### src/rtl/oled_spi_if.sv
// SPI pin bundle between an OLED controller (master) and the display-side receiver (slave).
// CS is active low; SCLK idles high.
interface oled_spi_if;
  logic SCLK;
  logic SDIN;
  logic DC;
  logic CS;

  modport master (output SCLK, SDIN, DC, CS);
  modport slave  (input  SCLK, SDIN, DC, CS);
endinterface

### src/rtl/oled_spi_rx.sv
// Oversampling SPI slave and SSD1306-subset command decoder.
// It tracks the display flags and the page/column pointer, and emits frame-memory writes.
module oled_spi_rx #(
  parameter int          SYNC_STAGES  = 2,
  parameter logic [7:0]  CONTRAST_RST = 8'h7F
) (
  input  logic          clk,
  input  logic          rst,
  oled_spi_if.slave     spi,
  output logic          mem_we_o,
  output logic [8:0]    mem_addr_o,
  output logic [7:0]    mem_wdata_o,
  output logic          cmd_valid_o,
  output logic [7:0]    cmd_byte_o,
  output logic          disp_on_o,
  output logic          disp_full_o,
  output logic [7:0]    contrast_o,
  output logic          charge_pump_o,
  output logic          seg_remap_o,
  output logic          com_flip_o,
  output logic          partial_err_o
);

  typedef enum logic [2:0] {
    ST_CMD, ST_ARG_PG0, ST_ARG_PG1, ST_ARG_CONTRAST, ST_ARG_PUMP, ST_ARG_SKIP
  } state_e;

  logic [SYNC_STAGES-1:0] sclk_sync_q, sdin_sync_q, dc_sync_q, cs_sync_q;
  logic       sclk_prev_q, cs_prev_q;
  logic [6:0] shift_q;
  logic [2:0] bit_cnt_q;
  logic       byte_vld_q, byte_dc_q, partial_err_q;
  logic [7:0] byte_q;

  logic sclk_s, sdin_s, dc_s, cs_s, sclk_rise, shift_en;

  assign sclk_s    = sclk_sync_q[SYNC_STAGES-1];
  assign sdin_s    = sdin_sync_q[SYNC_STAGES-1];
  assign dc_s      = dc_sync_q[SYNC_STAGES-1];
  assign cs_s      = cs_sync_q[SYNC_STAGES-1];
  assign sclk_rise = sclk_s & ~sclk_prev_q;
  // The 8th edge still counts when CS rises in that same synced cycle.
  assign shift_en  = sclk_rise & (~cs_s | (~cs_prev_q & (bit_cnt_q == 3'd7)));

  always_ff @(posedge clk or posedge rst) begin
    if (rst) begin
      sclk_sync_q   <= '1;
      sdin_sync_q   <= '0;
      dc_sync_q     <= '0;
      cs_sync_q     <= '1;
      sclk_prev_q   <= 1'b1;
      cs_prev_q     <= 1'b1;
      shift_q       <= '0;
      bit_cnt_q     <= '0;
      byte_vld_q    <= 1'b0;
      byte_dc_q     <= 1'b0;
      byte_q        <= '0;
      partial_err_q <= 1'b0;
    end else begin
      sclk_sync_q   <= {sclk_sync_q[SYNC_STAGES-2:0], spi.SCLK};
      sdin_sync_q   <= {sdin_sync_q[SYNC_STAGES-2:0], spi.SDIN};
      dc_sync_q     <= {dc_sync_q[SYNC_STAGES-2:0],   spi.DC};
      cs_sync_q     <= {cs_sync_q[SYNC_STAGES-2:0],   spi.CS};
      sclk_prev_q   <= sclk_s;
      cs_prev_q     <= cs_s;
      byte_vld_q    <= 1'b0;
      partial_err_q <= 1'b0;
      if (shift_en) begin
        shift_q   <= {shift_q[5:0], sdin_s};
        bit_cnt_q <= bit_cnt_q + 3'd1;
        if (bit_cnt_q == 3'd7) begin
          byte_vld_q <= 1'b1;
          byte_q     <= {shift_q, sdin_s};
          byte_dc_q  <= dc_s;
        end
      end else if (cs_s) begin
        bit_cnt_q     <= '0;
        partial_err_q <= (bit_cnt_q != 3'd0);
      end
    end
  end

  state_e     state_q, state_d;
  logic [1:0] page_q, page_d;
  logic [6:0] col_q, col_d;
  logic       mem_we_q, mem_we_d, cmd_valid_q, cmd_valid_d;
  logic [8:0] mem_addr_q, mem_addr_d;
  logic [7:0] mem_wdata_q, mem_wdata_d, cmd_byte_q, cmd_byte_d, contrast_q, contrast_d;
  logic       disp_on_q, disp_on_d, disp_full_q, disp_full_d, pump_q, pump_d;
  logic       remap_q, remap_d, flip_q, flip_d;

  always_ff @(posedge clk or posedge rst) begin
    if (rst) begin
      state_q     <= ST_CMD;
      page_q      <= '0;
      col_q       <= '0;
      mem_we_q    <= 1'b0;
      mem_addr_q  <= '0;
      mem_wdata_q <= '0;
      cmd_valid_q <= 1'b0;
      cmd_byte_q  <= '0;
      contrast_q  <= CONTRAST_RST;
      disp_on_q   <= 1'b0;
      disp_full_q <= 1'b0;
      pump_q      <= 1'b0;
      remap_q     <= 1'b0;
      flip_q      <= 1'b0;
    end else begin
      state_q     <= state_d;
      page_q      <= page_d;
      col_q       <= col_d;
      mem_we_q    <= mem_we_d;
      mem_addr_q  <= mem_addr_d;
      mem_wdata_q <= mem_wdata_d;
      cmd_valid_q <= cmd_valid_d;
      cmd_byte_q  <= cmd_byte_d;
      contrast_q  <= contrast_d;
      disp_on_q   <= disp_on_d;
      disp_full_q <= disp_full_d;
      pump_q      <= pump_d;
      remap_q     <= remap_d;
      flip_q      <= flip_d;
    end
  end

  // Data bytes never move the decoder, whatever state it is in.
  always_comb begin
    state_d = state_q;
    if (byte_vld_q && !byte_dc_q) begin
      unique case (state_q)
        ST_CMD: begin
          case (byte_q)
            8'h22:                                    state_d = ST_ARG_PG0;
            8'h81:                                    state_d = ST_ARG_CONTRAST;
            8'h8D:                                    state_d = ST_ARG_PUMP;
            8'hD9, 8'hDA, 8'hD5, 8'hA8, 8'hD3, 8'h20: state_d = ST_ARG_SKIP;
            default:                                  state_d = ST_CMD;
          endcase
        end
        ST_ARG_PG0: state_d = ST_ARG_PG1;
        default:    state_d = ST_CMD;
      endcase
    end
  end

  always_comb begin
    page_d      = page_q;
    col_d       = col_q;
    mem_we_d    = 1'b0;
    mem_addr_d  = mem_addr_q;
    mem_wdata_d = mem_wdata_q;
    cmd_valid_d = 1'b0;
    cmd_byte_d  = cmd_byte_q;
    contrast_d  = contrast_q;
    disp_on_d   = disp_on_q;
    disp_full_d = disp_full_q;
    pump_d      = pump_q;
    remap_d     = remap_q;
    flip_d      = flip_q;
    if (byte_vld_q && byte_dc_q) begin
      mem_we_d    = 1'b1;
      mem_addr_d  = {page_q, col_q};
      mem_wdata_d = byte_q;
      col_d       = col_q + 7'd1;
    end else if (byte_vld_q) begin
      cmd_valid_d = 1'b1;
      cmd_byte_d  = byte_q;
      case (state_q)
        ST_CMD: begin
          if (byte_q[7:4] == 4'h0)      col_d = {col_q[6:4], byte_q[3:0]};
          else if (byte_q[7:4] == 4'h1) col_d = {byte_q[2:0], col_q[3:0]};
          case (byte_q)
            8'hAE: disp_on_d   = 1'b0;
            8'hAF: disp_on_d   = 1'b1;
            8'hA4: disp_full_d = 1'b0;
            8'hA5: disp_full_d = 1'b1;
            8'hA0: remap_d     = 1'b0;
            8'hA1: remap_d     = 1'b1;
            8'hC0: flip_d      = 1'b0;
            8'hC8: flip_d      = 1'b1;
            default: ;
          endcase
        end
        ST_ARG_PG0: begin
          page_d = byte_q[1:0];
          col_d  = '0;
        end
        ST_ARG_CONTRAST: contrast_d = byte_q;
        ST_ARG_PUMP:     pump_d     = byte_q[2];
        default: ;
      endcase
    end
  end

  assign mem_we_o      = mem_we_q;
  assign mem_addr_o    = mem_addr_q;
  assign mem_wdata_o   = mem_wdata_q;
  assign cmd_valid_o   = cmd_valid_q;
  assign cmd_byte_o    = cmd_byte_q;
  assign disp_on_o     = disp_on_q;
  assign disp_full_o   = disp_full_q;
  assign contrast_o    = contrast_q;
  assign charge_pump_o = pump_q;
  assign seg_remap_o   = remap_q;
  assign com_flip_o    = flip_q;
  assign partial_err_o = partial_err_q;

endmodule

### src/flat_wrapper.sv
// flat-port wrapper written by rule: the top's interface ports become plain ports
module oled_spi_rx_flat 
#(
  parameter int          SYNC_STAGES  = 2,
  parameter logic [7:0]  CONTRAST_RST = 8'h7F
)
  (clk, rst, mem_we_o, mem_addr_o, mem_wdata_o, cmd_valid_o, cmd_byte_o, disp_on_o, disp_full_o, contrast_o, charge_pump_o, seg_remap_o, com_flip_o, partial_err_o, spi_SCLK, spi_SDIN, spi_DC, spi_CS);
  oled_spi_if spi_i ();
  input  logic clk;
  input  logic rst;
  output logic mem_we_o;
  output logic [8:0] mem_addr_o;
  output logic [7:0] mem_wdata_o;
  output logic cmd_valid_o;
  output logic [7:0] cmd_byte_o;
  output logic disp_on_o;
  output logic disp_full_o;
  output logic [7:0] contrast_o;
  output logic charge_pump_o;
  output logic seg_remap_o;
  output logic com_flip_o;
  output logic partial_err_o;
  input wire logic [$bits(spi_i.SCLK)-1:0] spi_SCLK;
  input wire logic [$bits(spi_i.SDIN)-1:0] spi_SDIN;
  input wire logic [$bits(spi_i.DC)-1:0] spi_DC;
  input wire logic [$bits(spi_i.CS)-1:0] spi_CS;
  assign spi_i.SCLK = spi_SCLK;
  assign spi_i.SDIN = spi_SDIN;
  assign spi_i.DC = spi_DC;
  assign spi_i.CS = spi_CS;
  oled_spi_rx #(.SYNC_STAGES(SYNC_STAGES), .CONTRAST_RST(CONTRAST_RST)) u_core (.clk(clk), .rst(rst), .spi(spi_i), .mem_we_o(mem_we_o), .mem_addr_o(mem_addr_o), .mem_wdata_o(mem_wdata_o), .cmd_valid_o(cmd_valid_o), .cmd_byte_o(cmd_byte_o), .disp_on_o(disp_on_o), .disp_full_o(disp_full_o), .contrast_o(contrast_o), .charge_pump_o(charge_pump_o), .seg_remap_o(seg_remap_o), .com_flip_o(com_flip_o), .partial_err_o(partial_err_o));
endmodule
### config.mk
export PLATFORM = sky130hd
export DESIGN_NAME = oled_spi_rx_flat
export DESIGN_NICKNAME = d
export VERILOG_FILES = /design/src/rtl/oled_spi_if.sv /design/src/rtl/oled_spi_rx.sv /design/src/flat_wrapper.sv
export SDC_FILE = /design/constraint.sdc
export NUM_CORES = 1
export LEC_CHECK = 0
export CORE_UTILIZATION = 54
export CTS_CLUSTER_SIZE = 20
export DETAILED_ROUTE_END_ITERATION = 10
export GPL_ROUTABILITY_DRIVEN = 0
export PLACE_DENSITY = 0.79
export SLEW_MARGIN = 20
export SYNTH_ARGS = -nofsm -noshare
export SYNTH_HDL_FRONTEND = slang
export SYNTH_SLANG_ARGS = --single-unit
### constraint.sdc
create_clock -name clk -period 3.5 [get_ports clk]
set_input_delay 0.7 -clock clk [delete_from_list [all_inputs] [get_ports clk]]
set_output_delay 0.7 -clock clk [all_outputs]
set_load 0.005 [all_outputs]
Word-level counts from Yosys, hierarchy flattened
Index checks and enable logic that the tools add are counted.

storage, ports and cells
  bits in registers = 83

cells by class
  add/sub/neg operators = 2
  muxes and demuxes = 20
  eq/ne operators = 25
  bitwise gates (word level) = 8
  reduce and logical (&&, ||, !) cells = 25

operators with widths
  cell                                                   count
  == test 8 bit, second input constant                   15
  2-to-1 mux 7 bit                                       4
  AND reduction 4 bit                                    5
  == test 8 x 6 -> 1 bit, second input constant          2
  case mux 7 bit (2 select lines)                        1
  case mux 3 bit (4 select lines)                        1
  AND reduction 3 bit                                    4
  nonzero test 2 bit                                     6
  case mux 1 bit (2 select lines)                        4
  adder 7 x 1 -> 7 bit, second input constant            1
  2-to-1 mux 1 bit                                       7
  == test 3 bit, second input constant                   2
  2-to-1 mux 3 bit                                       2
  inequality test 3 x 1 -> 1 bit, second input constant  2
  case mux 3 bit (2 select lines)                        1
  nonzero test 3 bit                                     2
  OR reduction 6 bit                                     1
  == test 4 x 1 -> 1 bit, second input constant          1
  zero test 4 bit                                        1
  inverter 1 bit                                         4
  AND reduction 2 bit                                    2
  adder 3 x 1 -> 3 bit, second input constant            1
  bitwise AND 1 bit                                      3
  == test 3 x 1 -> 1 bit, second input constant          1
  6 further kinds                                        7

Longest topological paths before layout
  depth after elaboration = 6
  depth in mapped cells = 7

Least setup slack after synthesis
Ideal clock, no wire load.

  path type = register to register
  from = register u_core.bit_cnt_q[0]
  to = register u_core.byte_dc_q
  clock period less this slack = 1.667 ns
  slack = 1.833 ns
  data required time = 3.375 ns
  path buffers = 1
  arrival time = 1.542 ns
  cell stages (with the launch flop) = 8
  path through = dfrtp_1 > ha_1 > ha_1 > nand2b_1 > a21oi_1 > and2_1 > buf_2 > mux2_2

on the way
  cells in the longest elaborated chain, start to end = 5

ends and longest elaborated chain
  item                             line                                  source
  start: declaration               oled_spi_rx.sv:31                     logic [2:0] bit_cnt_q;
  start signal: assignment         oled_spi_rx.sv:70                     bit_cnt_q <= bit_cnt_q + 3'd1;
  == test 3 bit *                  oled_spi_rx.sv:43, oled_spi_rx.sv:71
  bitwise AND 1 bit                oled_spi_rx.sv:43                     assign shift_en = sclk_rise & (~cs_s | (~cs_prev_q & (bit_cnt_q == 3'd7)));
  bitwise OR 1 bit                 oled_spi_rx.sv:43
  bitwise AND 1 bit                oled_spi_rx.sv:43
  AND reduction 2 bit (no line) *  -
  end signal: assignment           oled_spi_rx.sv:74                     byte_dc_q <= dc_s;
  end: declaration                 oled_spi_rx.sv:32                     logic byte_vld_q, byte_dc_q, partial_err_q;

Mark *: on every way between the ends. The rest lies on a longest branch, timed or not.
A chain may end at the register's enable or synchronous reset.

Final worst setup path
  from = register u_core.contrast_q[2] (netlist: u_core.contrast_o[2])
  to = output port contrast_o[2]

RTL lines
  item                      line                source
  start: declaration        oled_spi_rx.sv:88   logic [7:0] mem_wdata_q, mem_wdata_d, cmd_byte_q, cmd_byte_d, contrast_q, contrast_d;
  start signal: assignment  oled_spi_rx.sv:117  contrast_q <= contrast_d;
  end: declaration          flat_wrapper.sv:18  output logic [7:0] contrast_o;

No word-level cell between the ends.

==> summary.md <==
| Metric | Value |
|---|---|
| Status | `completed` |
| Slew of the pin with the lowest slew margin | `963 ps` |
| Initial DRC count | `152` |
| Worst setup path class | `flop to primary output` |
| Routed len/inst | `15.7 um` |
| Unique cell type count in the Yosys netlist | `43` |
| Slew Viols, Final | `0` |
| Max_cap viols | `0` |
| Yosys warnings | `0` |
| Worst-path fanout max | `2` |
| Hold WS | `353 ps` |
| VDD IR-drop max | `0.000251 V` |
| Via count | `2294` |
| Total power | `1.71 mW` |
| Worst path slowest cell | `dfstp_2` |
| DP HPWL | `4250 um` |
| H-tree depth | `3` |
| Top_reg_cell synth | `dfrtp_1` |
| Avg Inst Size Synth | `12.5 um2` |
| Area growth, synth to finish | `19.2%` |
| Final setup viols | `0` |
| Hold_buf cts | `0` |
| Worst slack, placed | `1540 ps` |
| Drt total wl | `6460 um` |
| Fin area | `4200 um2` |
| Top Ports | `47` |
| Routed vias/inst | `5.60` |
| Layout Cells excl Fill | `410` |
| Port bufs | `46` |
| Global route overflow | `0` |
| First-pass GRT wire length | `10400 um` |
| Initial antenna violation count | `0` |
| Post-CTS setup buffers | `0` |
| Slowest cell delay on critical path | `530 ps` |
| TritonCTS buffer count | `9` |
| RSZ-0062 raised after global routing | `no` |
| PostCTS Resize Cnt | `0` |
| Synth Register Bits | `83` |
| Fillers | `501` |
| Die Ht | `82.8 um` |
| Number of synthesized flops with an enable pin | `0` |
| Post-layout min period | `2080 ps` |
| Pin count of the biggest net entering global routing | `41` |
| Setup crit end kind | `primary output` |
| Final WS setup | `1420 ps` |
| Crit-path leading delay family | `flip-flops` |
| Power per Cell Area | `408 nW/um2` |
| Worst path required time | `2800 ps` |
| Clock transition at the registers of the reported paths | `80 ps` |
| Full die area | `6850 um2` |
| Vias in the first global route | `2127` |
| Syn Std Cell Area | `3520 um2` |
| Max Buffers Root-to-Sink | `2` |
| Final Cycle Share | `0.594` |
| GR Util All Layers | `0.212` |
| Syn Inst Count | `283` |
| Post-route setup TNS | `0 ps` |
| Clock sink total | `83` |
| WP data arrival | `1380 ps` |
| DRC viols | `0` |
| Clk_lat worst skew | `360 ps` |
| Core area | `6310 um2` |
| Placed insts | `394` |
| Std-Cell Rows | `29` |
| Starting Density | `0.558` |
| Clock skew | `10.1 ps` |
| Sequential area share after synthesis | `0.594` |
| Final core occ | `0.666` |
| Initial DRT Pass Iterations | `4` |
| Hold Crit Class | `flop to flop` |
| Setup crit start kind | `flop` |
| Synthesized net count | `293` |
| Die Wd | `82.8 um` |
| Root Driver | `clkbuf_8` |
| Final antenna-violating net count | `0` |
| Leak Pwr | `1.98 nW` |
| CTS tree | `done` |
| Hold Fails Final Rpt | `0` |
| Layout cell share with drive strength beyond 1 | `0.252` |
| Post-synth ARST share | `1.00` |
| Achievable Freq | `0.481 GHz` |
| Diodes inserted | `0` |
| Ordered cell list for the critical path | `clkdlybuf4s50_1` |
| Placed Area | `4020 um2` |
| Nets@finish | `338` |
| Crit path buf inv count | `1` |
| Normalized max-slew margin | `0.356` |
-- worst reg2reg max path, stage by stage, from the launching register on --
cell and delay [ps]:
dfrtp_1 510, nand2_1 630, and4_1 500, a31oi_1 140
o22ai_1 90
-- report_power, final --
part           internal (mW)  switching, mW  total, mW  leakage [nW]
clock network          0.279          0.340      0.619        0.0895
registers               1.00         0.0251       1.03          1.09
logic                 0.0365         0.0315     0.0679         0.801
-- Yosys cell counts (all sizes together) (2+ instances only) --
cell type / count / area, um2
nor2: 6 / 22.5
nor3: 5 / 25.0
a22o: 2 / 17.5
nor4: 2 / 42.5
nand2b: 4 / 32.5
clkbuf: 6 / 22.5
dfrtp: 70 / 1750
a31oi: 5 / 31.3
nor4b: 2 / 17.5
mux2: 47 / 529
nand3: 6 / 30.0
nor2b: 2 / 12.5
nand2: 43 / 161
o211ai: 2 / 15.0
inv: 10 / 37.5
xnor2: 2 / 17.5
o21ai: 11 / 55.1
buf: 9 / 60.1
ha: 4 / 50.1
nor3b: 2 / 20.0
nand4b: 3 / 38.8
and2: 2 / 12.5
nand4: 3 / 18.8
o22ai: 3 / 18.8
o21a: 3 / 22.5
dfstp: 13 / 342
and3: 3 / 18.8
a21oi: 5 / 25.0
-- layer usage --
layer	vias up	part of all wire	global-route usage
li1	1083	-	-
met1	1158	0.45	0.277
met2	41	0.50	0.335
met3	12	0.029	0.0448
met4	0	0.017	0.105
met5	-	0	0
-- sequential cells by signal, summed over array words and instances, names as in the netlist, 2 cells and up --
name and cells:
u_core.bit_cnt_q 3, u_core.cs_sync_q 2, u_core.dc_sync_q 2, u_core.sdin_sync_q 2, u_core.mem_wdata_o 8, u_core.shift_q 7, u_core.byte_q 8, u_core.state_q 3
u_core.contrast_o 8, u_core.mem_addr_o 9, u_core.page_q 2, u_core.sclk_sync_q 2, u_core.cmd_byte_o 8, u_core.col_q 7
-- cells by family (layout without fill, tap and decap cells) --
kind of cell / Yosys count / in the layout / synth area share
and+or+nand+nor: 87 / 87 / 0.140
DFF: 83 / 83 / 0.594
muxes: 48 / 48 / 0.153
AOI/OAI and AO/OA: 34 / 34 / 0.0600
buffers and inverters: 25 / 75 / 0.0341
adders and majority gates: 4 / 4 / 0.0142
xor gates and xnor gates: 2 / 2 / 0.00497
-- worst paths after layout --
check	startpoint	to	slack [ps]	cells past startpoint
setup / recovery	u_core.contrast_o[2]	contrast_o[2]	1420	1
max in group asynchronous	rst	u_core.mem_addr_o[7]	2030	3
min in group asynchronous	rst	u_core.dc_sync_q[0]	730	2
setup reg to reg	u_core.byte_dc_q	u_core.col_q[2]	1510	4
hold / removal	u_core.sdin_sync_q[0]	u_core.sdin_sync_q[1]	350	0
hold reg to reg	u_core.sdin_sync_q[0]	u_core.sdin_sync_q[1]	350	0
-- cell type report --
class / instances / area, um2 / share of cell area
Tap cell: 77 / 96.3 / 0.0229
Sequential cell: 83 / 2090 / 0.498
Clock inverter: 5 / 38.8 / 0.00923
Timing Repair Buffer: 49 / 483 / 0.115
Clock buffer: 11 / 141 / 0.0336
Multi-Input combinational cell: 175 / 1310 / 0.312
Inverter: 10 / 38.8 / 0.00923
-- cell usage in the layout, fill, tap and decap left out, drive strengths merged, types with 2 or more instances in the layout --
| cell type | synthesis | routed |
|---|---|---|
| nor2 | 6 | 6 |
| nor4b | 2 | 2 |
| o21ai | 11 | 11 |
| nor2b | 2 | 2 |
| o22ai | 3 | 3 |
| clkbuf | 6 | 11 |
| nand3 | 6 | 6 |
| mux2 | 47 | 47 |
| dfstp | 13 | 13 |
| and2 | 2 | 2 |
| clkdlybuf4s50 | 0 | 46 |
| nand2 | 43 | 43 |
| o211ai | 2 | 2 |
| inv | 10 | 9 |
| a22o | 2 | 2 |
| nand2b | 4 | 4 |
| ha | 4 | 4 |
| a21oi | 5 | 5 |
| nor3 | 5 | 5 |
| nor4 | 2 | 2 |
| buf | 9 | 3 |
| nand4b | 3 | 3 |
| and3 | 3 | 3 |
| o21a | 3 | 3 |
| clkinv | 0 | 5 |
| nand4 | 3 | 3 |
| a31oi | 5 | 5 |
| dfrtp | 70 | 70 |
| nor3b | 2 | 2 |
| xnor2 | 2 | 2 |
(Power assumes the default switching activity.)
